[src/rtl/pixel_phase_responder.sv]
// Responder for the pixel state controller: times exposure, drives the
// ADC ramp, steps the readout row select and returns completion flags.
module pixel_phase_responder #(
  parameter int unsigned EXPOSE_CYCLES = 255,
  parameter int unsigned RAMP_W        = 8,
  parameter int unsigned ROWS          = 4,
  parameter int unsigned ROW_CYCLES    = 2
) (
  input  logic              clk,
  input  logic              state_reset_n,
  input  logic              frame_reset,
  input  logic              expose_enable,
  input  logic              convert,
  input  logic              ADC_reset,
  input  logic              read,
  output logic              expose_finished,
  output logic              ADC_finished,
  output logic [ROWS-1:0]   read_reg,
  output logic              read_done,
  output logic              erase,
  output logic              expose,
  output logic [RAMP_W-1:0] ramp_data
);

  localparam int unsigned RCW = $clog2(ROW_CYCLES + 1);
  localparam logic [15:0] EXP_LAST = 16'(EXPOSE_CYCLES - 1);
  localparam logic [RAMP_W-1:0] RAMP_TOP = '1;
  localparam logic [RAMP_W-1:0] RAMP_PRE = RAMP_TOP - RAMP_W'(1);
  localparam logic [RCW-1:0] ROW_LAST = RCW'(ROW_CYCLES - 1);

  typedef enum logic [2:0] {
    S_IDLE,
    S_ERASE,
    S_EXPOSE,
    S_EXP_DONE,
    S_CONVERT,
    S_CONV_DONE,
    S_READ,
    S_READ_DONE
  } state_t;

  state_t            r_state, w_nxt;
  logic [15:0]       r_exp_cnt, w_exp;
  logic [RAMP_W-1:0] r_ramp, w_ramp;
  logic [RCW-1:0]    r_row_cnt, w_row;
  logic [ROWS-1:0]   r_rsel, w_rsel;
  logic              r_expose, r_erase;
  logic              r_exp_fin, r_adc_fin, r_rd_done;

  always_comb begin
    w_nxt  = r_state;
    w_exp  = r_exp_cnt;
    w_ramp = r_ramp;
    w_row  = r_row_cnt;
    w_rsel = r_rsel;
    if (frame_reset) begin
      w_nxt  = S_ERASE;
      w_exp  = '0;
      w_ramp = '0;
      w_row  = '0;
      w_rsel = '0;
    end else begin
      unique case (r_state)
        S_IDLE: begin
          w_exp  = '0;
          w_ramp = '0;
          w_row  = '0;
          w_rsel = '0;
          if (expose_enable) begin
            w_nxt = S_EXPOSE;
          end else if (convert) begin
            w_nxt = S_CONVERT;
          end else if (read) begin
            w_nxt  = S_READ;
            w_rsel = ROWS'(1);
          end
        end
        S_ERASE: w_nxt = S_IDLE;
        S_EXPOSE: begin
          if (!expose_enable) begin
            w_nxt = S_IDLE;
            w_exp = '0;
          end else if (r_exp_cnt == EXP_LAST) begin
            w_nxt = S_EXP_DONE;
          end else begin
            w_exp = r_exp_cnt + 16'd1;
          end
        end
        S_EXP_DONE: begin
          if (!expose_enable) begin
            w_nxt = S_IDLE;
            w_exp = '0;
          end
        end
        S_CONVERT: begin
          if (!convert) begin
            w_nxt  = S_IDLE;
            w_ramp = '0;
          end else if (r_ramp == RAMP_PRE) begin
            w_nxt  = S_CONV_DONE;
            w_ramp = RAMP_TOP;
          end else begin
            w_ramp = r_ramp + RAMP_W'(1);
          end
        end
        S_CONV_DONE: begin
          if (!convert) begin
            w_nxt  = S_IDLE;
            w_ramp = '0;
          end
        end
        S_READ: begin
          if (!read) begin
            w_nxt  = S_IDLE;
            w_row  = '0;
            w_rsel = '0;
          end else if (r_row_cnt == ROW_LAST) begin
            w_row = '0;
            if (r_rsel[ROWS-1]) begin
              w_nxt  = S_READ_DONE;
              w_rsel = '0;
            end else begin
              w_rsel = r_rsel << 1;
            end
          end else begin
            w_row = r_row_cnt + RCW'(1);
          end
        end
        S_READ_DONE: if (!read) w_nxt = S_IDLE;
        default: w_nxt = S_IDLE;
      endcase
      // ADC clear outranks the conversion phase's own transitions
      if (ADC_reset) begin
        w_ramp = '0;
        if (r_state == S_CONVERT || r_state == S_CONV_DONE)
          w_nxt = S_IDLE;
      end
    end
  end

  always_ff @(posedge clk or negedge state_reset_n) begin
    if (!state_reset_n) begin
      r_state   <= S_IDLE;
      r_exp_cnt <= '0;
      r_ramp    <= '0;
      r_row_cnt <= '0;
      r_rsel    <= '0;
      r_expose  <= 1'b0;
      r_erase   <= 1'b0;
      r_exp_fin <= 1'b0;
      r_adc_fin <= 1'b0;
      r_rd_done <= 1'b0;
    end else begin
      r_state   <= w_nxt;
      r_exp_cnt <= w_exp;
      r_ramp    <= w_ramp;
      r_row_cnt <= w_row;
      r_rsel    <= w_rsel;
      r_expose  <= (w_nxt == S_EXPOSE);
      r_erase   <= (w_nxt == S_ERASE);
      r_exp_fin <= (w_nxt == S_EXP_DONE);
      r_adc_fin <= (w_nxt == S_CONV_DONE);
      r_rd_done <= (w_nxt == S_READ_DONE);
    end
  end

  assign expose          = r_expose;
  assign erase           = r_erase;
  assign expose_finished = r_exp_fin;
  assign ADC_finished    = r_adc_fin;
  assign read_done       = r_rd_done;
  assign read_reg        = r_rsel;
  assign ramp_data       = r_ramp;

endmodule

[config.mk]
export PLATFORM = sky130hd
export DESIGN_NAME = pixel_phase_responder
export DESIGN_NICKNAME = d
export VERILOG_FILES = /design/src/rtl/pixel_phase_responder.sv
export SDC_FILE = /design/constraint.sdc
export NUM_CORES = 1
export LEC_CHECK = 0
export BUFFER_PORTS_ARGS = -buffer_cell sky130_fd_sc_hd__buf_2
export CORE_MARGIN = 8
export CORE_UTILIZATION = 30
export DETAILED_ROUTE_END_ITERATION = 10
export GPL_TIMING_DRIVEN = 0
export HOLD_SLACK_MARGIN = 0.02
export PLACE_DENSITY = 0.58
export SKIP_LAST_GASP = 1
export SYNTH_ARGS = -nofsm -noshare
export SYNTH_HDL_FRONTEND = slang
export SYNTH_SLANG_ARGS = --single-unit
[constraint.sdc]
create_clock -name clk -period 1.7 [get_ports clk]
set_clock_uncertainty 0.15 [all_clocks]
set_input_delay 0.085 -clock clk [delete_from_list [all_inputs] [get_ports clk]]
set_output_delay 0.085 -clock clk [all_outputs]
set_load 0.01 [all_outputs]
# Word-level counts from Yosys, hierarchy flattened

Index checks and enable logic that the tools add are counted.

Register bits: 38
Bits of input ports: 7
Output and inout bits: 17

$add $sub $neg: 3
Equal/unequal tests: 19
Mux-type cells: 40
Reduce and logical (&&, ||, !) cells: 8

Operator list:

| kind                    | count |
|---|---|
| $mux W16                | 4 |
| $mux W3                 | 16 |
| $pmux W16 S3            | 1 |
| $mux W8                 | 5 |
| $pmux W3 S8             | 1 |
| $pmux W8 S3             | 1 |
| $eq A3 B3 Y1 const B    | 6 |
| $add A16 B1 Y16 const B | 1 |
| $eq A16 B8 Y1 const B   | 1 |
| $mux W4                 | 4 |
| $eq A3 B2 Y1 const B    | 4 |
| $ne A4 B4 Y1 const B    | 3 |
| $add A8 B1 Y8 const B   | 1 |
| $eq A8 B8 Y1 const B    | 1 |
| $pmux W4 S2             | 1 |
| $eq A3 B1 Y1 const B    | 2 |
| $mux W2                 | 3 |
| $reduce_bool A5 Y1      | 1 |
| $pmux W2 S2             | 1 |
| $reduce_and A2 Y1       | 2 |
| $reduce_bool A4 Y1      | 1 |
| $logic_not A3 Y1        | 1 |
| $mux W1                 | 3 |
| $ne A3 B3 Y1 const B    | 1 |
| other kinds (5)         | 5 |

# Depth between registers and ports, before layout

Gate-level depths: netlist (run 1).

Depth after elaboration: 8
Mapped depth: 8

# Worst setup path before layout (run 1)

OpenSTA, ideal clock, no wires.

Kind: reg-to-reg
From: register r_exp_cnt[0]
To: register r_exp_cnt[10]
Setup time: 0.095 ns
Arrival: 1.657 ns
Path slack: -0.202 ns
Stages on the path, launching flop included: 7
Path buffers: 0
Cell sequence: dfrtp_1 > ha_1 > inv_1 > or3_1 > or4_1 > o31a_1 > o31ai_1

Longest elaborated chain between the ends: 5
Elaborated cells between the ends (all ways): 8
Those cells by class: add/sub: 1; eq/ne: 2; mux: 4; reduce/logical: 1

Ends and longest elaborated chain:

| item                   | line | RTL |
|---|---|---|
| start, declared        | 43   | `logic [15:0] r_exp_cnt, w_exp;` |
| start signal, assigned | 155  | `r_exp_cnt <= w_exp;` |
| $add A16 B1 Y16        | 86   | `w_exp = r_exp_cnt + 16'd1;` |
| $mux W16               | 83   | `end else if (r_exp_cnt == EXP_LAST) begin` |
| $mux W16               | 80   | `if (!expose_enable) begin` |
| $pmux W16 S3           | 63   | `unique case (r_state)` |
| $mux W16               | 56   | `if (frame_reset) begin` |

Several ways; a longest one is shown, not always the timed one. The select of a mux whose other input is x is not followed.
A chain may end at the register's enable or synchronous reset.

# Final worst setup path (run 1)

From: register r_exp_cnt[0]
To: register r_exp_cnt[13]

The elaborated chain is that of the path after synthesis.

==> impl_results.md, run 1 <==
- Routed Antenna Nets: 0
- DR WL met2: around 2900 um
- Power per cell area: around 600 nW/um2
- Met3 wire len: 225 um
- Maxcap violations: 0
- Worst Path Required: ~1.8 ns
- Failing checks: setup timing
- Maximum clock rate: about 0.5 GHz
- Fin nets: between 300 and 400
- Worst slew pin tran: approximately 0.88 ns
- Vias in the first global route: between 2000 and 2500
- Yosys cell types: 42
- Pleak: approximately 0.0013 uW
- Largest delay share family, worst path: simple AND/OR/NAND/NOR gates
- Post-Syn Area: around 2100 um2
- Seq cells post-synth: 38
- Die ar.: roughly 10000 um2
- TritonCTS clock tree: built
- Crit Path Class: reg -> reg
- Slew margin rel.: 0.4120
- CTS H-tree depth: 2
- Outcome: finished with violations
- Final hold vios: 0
- Placed cell area: 2396 um2
- Area Growth Syn to Fin: 41.03%
- DR top layer: met4
- Layout fillers: between 600 and 700
- Most frequent cells in the layout: dfrtp_1, buf_2, nand2_1, buf_4, a21oi_1
- Hold crit path type: in -> reg
- CORE AREA: roughly 6800 um2
- CP Buf/Inv Count: 2
- Post-synth ARST share: 1.000
- Clock Path Buffers: 2
- Die Wd: around 100 um
- Fin. max-slew vios: 0
- CP Cell Sequence: inv_1 > ha_2 > nor2b_4 > and4_4 > buf_6 > o2bb2ai_4 > or4_1 > a21oi_2
- Yosys warnings: 0
- Final WS setup: -0.2821 ns
- Critical path arrival: roughly 2.1 ns
- Area of the multi-input gates: 1388 um2
- Seq/Total Area, Yosys: 0.4500
- Layout cells sized above 1: 0.3733
- Met1 wire length: approximately 2600 um
- Fin crit share: 1.166
- Initial antenna violation count: 0
- CP max-delay cell: or4_1
- Routed WL: ~5800 um
- Starting Density: 0.3110
- Fin Setup TNS: -4.056 ns
- RSZ-0062 raised after global routing: true
- Final setup vio count: 31
- Detailed placement HPWL: 3630 um
- CP Capture Type: flop
- Initial DRC count: 96
- Die Span Y: 99.93 um
- Avg Cell Area, Syn: 8.769 um2
- Cells after synthesis: 241
- Worst VDD drop: between 200 and 300 uV
- Clock sinks: 38
- Via/cell ratio: around 5.3
- EDFF count, synth: 0
- All-Layer GR Usage: 0.1145
- Seq. cell area: about 960 um2
- Most common cell after layout, fill and taps aside: dfrtp_1
- CTS buffer count: 5
- Period minus WS final: just under 2 ns
- Slowest Stage Delay on Critical Path: ~0.43 ns
- # diodes: 0
- Gpl congestion: 0.7881
- Site Rows: 30
- Root Buffer: clkbuf_8
- Design area: between 2000 and 3000 um2
- Port bufs: 23
- Synth Net Count: around 250
- Total gr overflow: 0
- Reg2Reg Setup Slack: -0.28 ns
- Ports: 24
- WL/cell: 14.52 um
- Clock Latency Late Sink: approximately 0.29 ns
- Clock-pin transition on the worst setup and hold timing paths: 0.08 ns
- DRC: 0
- Global-route wire length before repair: approximately 9400 um
- CP startpoint kind: flop
- Largest register FFs: 16
- Via count: 2087
- CP max FO: 4
- Largest net degree at the start of global routing: 39
- Final Power: around 1800 uW
- Ys flop type: dfrtp_1
- DR pass1 iterations: 4
logic make-up (layout without fill, tap and decap cells):
kind of cell    Yosys count  after routing  synth area share
buf+inv                  17             75           0.03138
flops                    38             38            0.4500
simple gates            105            105            0.2670
mux                       1              1          0.005328
compound gates           76             77            0.2226
fa+ha+maj                 4              4           0.02368
power breakdown:
part	internal (uW)	switching [uW]	total (uW)
logic	108	175	284
registers	915	9.37	925
clock network	275	320	595
worst register-to-register path: cells and delay by family (launching register included):
kind                     cells  cell delay (ns)
AO/OA/AOI/OAI                2             0.27
adder cells (fa/ha/maj)      1             0.18
buffers and inverters        2             0.19
flip-flops                   1             0.40
AND/OR/NAND/NOR              3             0.73
layer usage:
metal | vias to the layer above | global-route usage
li1 | 1019 | -
met1 | 1013 | 0.1339
met2 | 47 | 0.1970
met3 | 8 | 0.02699
met4 | 0 | 0.04424
met5 | - | 0
cells in the mapped netlist, types with 7 or more instances:
master   count  area (um2)
inv_1        9       33.78
o21ai_0      8       40.04
or4_1        7       52.55
nand2_1     27       101.4
nand3_1     15       75.07
o31ai_1     10       75.07
o21ai_1     11       55.05
dfrtp_1     38       950.9
a21oi_1     27       135.1
or3_1        8       50.05
nor2_1      12       45.04
and3_1       7       43.79
area by class of cell:
cell class	count	area share
multi-input cells	187	0.4656
clock buffers	5	0.02309
well taps	96	0.04030
flip-flops and latches	38	0.3212
clock inverters	2	0.003359
repair buffers	51	0.1184
plain buffers	8	0.01679
inverters	9	0.01134
through the flow:
step                      cells  utilization  worst slack, ns  hold slack, ns
after global placement      360       0.3527          -0.3569          0.1134
after global routing        396       0.4387          -0.3639         0.06963
after CTS                   392       0.4155          -0.2713         0.02689
after floorplan             241            -          -0.1453         -0.3606
after detailed placement    360       0.3527          -0.3941          0.1168
final                       396       0.4387          -0.2821         0.05766
final timing paths:
path	start	to	cells after the start
max in group asynchronous	state_reset_n	r_exp_cnt[12]$_DFFE_PN0P_	2
min in group asynchronous	state_reset_n	read_reg[1]$_DFFE_PN0P_	2
max	r_exp_cnt[0]$_DFFE_PN0P_	r_exp_cnt[13]$_DFFE_PN0P_	8
min	expose_enable	read_reg[0]$_DFFE_PN0P_	4
max reg2reg	r_exp_cnt[0]$_DFFE_PN0P_	r_exp_cnt[13]$_DFFE_PN0P_	8
min reg2reg	r_row_cnt[1]$_DFFE_PN0P_	r_row_cnt[1]$_DFFE_PN0P_	1
timing repair:
action | 4_1_cts | 5_1_grt
gates cloned | 1 | 0
hold endpoints to repair | 39 | 0
setup buffers | 22 | 4
endpoints found under the setup margin | 33 | 37
resized for setup | 34 | 38
pin swaps | 16 | 25
hold buffers | 2 | 0
No activity file was read; power rests on OpenSTA's default activity.
==> run 2, diff against run 1 <==
--- a/config.mk
+++ b/config.mk
@@ -11,7 +11,7 @@
 export DETAILED_ROUTE_END_ITERATION = 10
 export GPL_TIMING_DRIVEN = 0
 export HOLD_SLACK_MARGIN = 0.02
-export PLACE_DENSITY = 0.58
+export PLACE_DENSITY = 0.57
 export SKIP_LAST_GASP = 1
 export SYNTH_ARGS = -nofsm -noshare
 export SYNTH_HDL_FRONTEND = slang
==> constraint.sdc (replaced) <==
create_clock -name clk -period 2.4 [get_ports clk]
set_clock_uncertainty 0.15 [all_clocks]
set_input_delay 0.12 -clock clk [delete_from_list [all_inputs] [get_ports clk]]
set_output_delay 0.12 -clock clk [all_outputs]
set_load 0.01 [all_outputs]
==> run 2 against run 1 <==
Net effect:
- the flow now finishes without violations
- worst setup slack improved by 0.51 ns
- combinational power fell by 52%
- non-clock buffer count fell by 27
- utilization fell by 7.5 points
- critical path depth fell by 3
==> impl_results.md, run 2 (synthesis results as in run 1) <==
- Detailed placement HPWL: roughly 3600 um
- CP max FO: 10
- Final Power: 1318 uW
- Clock Latency Late Sink: ~0.28 ns
- RSZ-0062 raised after global routing: false
- Ports: 24
- Starting Density: 0.3110
- Via/cell ratio: around 5.3
- WL/cell: approximately 14 um
- Reg2reg end: ramp_data[7]$_DFFE_PN0P_
- Largest delay share family, worst path: simple AND/OR/NAND/NOR gates
- Maxcap violations: 0
- CP Buf/Inv Count: 1
- Reg2Reg Setup Slack: roughly 0.23 ns
- Outcome: finished clean
- Clock sinks: 38
- TritonCTS clock tree: built
- Fin nets: around 280
- Crit Path Class: reg -> reg
- Worst VDD drop: approximately 370 uV
- Final hold vios: 0
- Routed Antenna Nets: 0
- Fin Setup TNS: 0 ns
- Vias in the first global route: around 1800
- Routed WL: slightly above 5000 um
- CTS H-tree depth: 2
- Hold path endpoint: read_reg[0]$_DFFE_PN0P_
- Port bufs: 23
- Layout cells sized above 1: 0.1245
- CORE AREA: between 6000 and 7000 um2
- CTS buffer count: 5
- Worst r2r path cells: 5
- Slowest Stage Delay on Critical Path: slightly below 0.7 ns
- Area Growth Syn to Fin: 16.99%
- R2R Path Start: r_state[2]$_DFF_PN0_
- Via count: roughly 1900
- Die Wd: 99.93 um
- CP startpoint kind: flop
- Initial antenna violation count: 0
- CP max-delay cell: nor4_2
- DR pass1 iterations: 4
- CP Capture Type: flop
- Pleak: between 0.001 and 0.0015 uW
- Largest net degree at the start of global routing: 39
- Critical path arrival: ~2.2 ns
- Worst slew pin tran: 0.8610 ns
- Initial DRC count: between 80 and 90
- Hold depth: 4
- # Post-CTS Setup Buffers: 0
- Period minus WS final: between 2 and 2.5 ns
- Maximum clock rate: between 0.4 and 0.5 GHz
- DRC: 0
- # diodes: 0
- Switching Share: 0.2421
- Internal Pwr Total: 998.9 uW
- Comb pwr share: 0.102
- Share of power burned in registers: 0.497
- Most frequent cells in the layout: dfrtp_1, a21oi_1, nand2_1, buf_2, nand3_1
- Hold crit path type: in -> reg
- Power share of the clock group: 0.400
- Root Buffer: clkbuf_8
- Total gr overflow: 0
- Clock-pin transition on the worst setup and hold timing paths: 0.07 ns
- Worst Path Required: approximately 2.4 ns
- Die ar.: about 10000 um2
- Global-route wire length before repair: 8921 um
- Net switching power figure: 319.0 uW
- Slew margin rel.: 0.4212
- Worst hold path startpoint: convert
- Fin crit share: 0.9060
- Fin. max-slew vios: 0
- CP Cell Sequence: buf_2 > nand3b_1 > nor4_2 > a21oi_1 > a221oi_1
- Site Rows: 30
- Largest register FFs: 16
- Most common cell after layout, fill and taps aside: dfrtp_1
- Die Span Y: approximately 100 um
- Gpl congestion: about 0.81
- Clock Path Buffers: 2
- Final setup vio count: 0
- All-Layer GR Usage: 0.1083
- Layout fillers: roughly 710
- Power per cell area: approximately 530 nW/um2
[run 2: worst max-delay path by stage]
stage	cells past startpoint	slack (ns)	startpoint	to
after floorplan	6	0.50	r_exp_cnt[0]$_DFFE_PN0P_	r_exp_cnt[10]$_DFFE_PN0P_
after global placement	7	0.17	ramp_data[0]$_DFFE_PN0P_	expose$_DFF_PN0_
after detailed placement	7	0.15	ramp_data[0]$_DFFE_PN0P_	expose$_DFF_PN0_
after CTS	7	0.12	ramp_data[0]$_DFFE_PN0P_	expose$_DFF_PN0_
after global routing	6	0.01	r_exp_cnt[12]$_DFFE_PN0P_	r_exp_cnt[13]$_DFFE_PN0P_
final	5	0.23	r_state[2]$_DFF_PN0_	ramp_data[7]$_DFFE_PN0P_
[run 2: final cells by class]
type                    count  area, um2  share of cell area
repair buffers             24      125.1             0.05061
clock inverters             1      30.03             0.01215
flip-flops and latches     38      950.9              0.3846
plain buffers               8      32.53             0.01316
inverters                   9      33.78             0.01366
clock buffers               7      76.32             0.03087
multi-input cells         186       1104              0.4464
well taps                  96      120.1             0.04858
[run 2: repair_timing]
| action | in CTS | in global routing |
|---|---|---|
| setup endpoints to repair | 0 | 4 |
| hold endpoints to repair | 38 | 0 |
| gates resized for setup | 0 | 1 |
| hold buffers | 1 | 0 |
[run 2: power groups by stage]
stage / Sequential [uW] / Clock [uW] / Combinational [uW]
floorplan: 668 / 0 / 80.8
global placement: 668 / 0 / 132
detailed placement: 668 / 0 / 133
CTS: 655 / 550 / 135
global route: 656 / 572 / 156
finish: 655 / 528 / 135
[run 2: through the flow]
step	util	hold WS [ns]	setup WS (ns)	cell area, um2	std cells
detailed placement	0.3457	0.1283	0.1482	2349	360
global route	0.3639	0.08524	0.01398	2472	369
floorplan	-	-0.3256	0.4979	2113	241
finish	0.3639	0.03404	0.2257	2472	369
CTS	0.3628	0.02092	0.1184	2465	369
global placement	0.3457	0.1441	0.1682	2349	360
[run 2: layer usage]
layer | wire [um] | global-route usage | up-vias
li1 | - | - | 962
met1 | 2374 | 0.1348 | 943
met2 | 2441 | 0.1750 | 35
met3 | 194 | 0.02630 | 8
met4 | 97 | 0.04307 | 0
met5 | 0 | 0 | -
[run 2: worst register-to-register path, stage by stage, from the launching register on]
cell	delay, ns
dfrtp_1	0.44
buf_2	0.24
nand3b_1	0.17
nor4_2	0.68
a21oi_1	0.16
a221oi_1	0.23
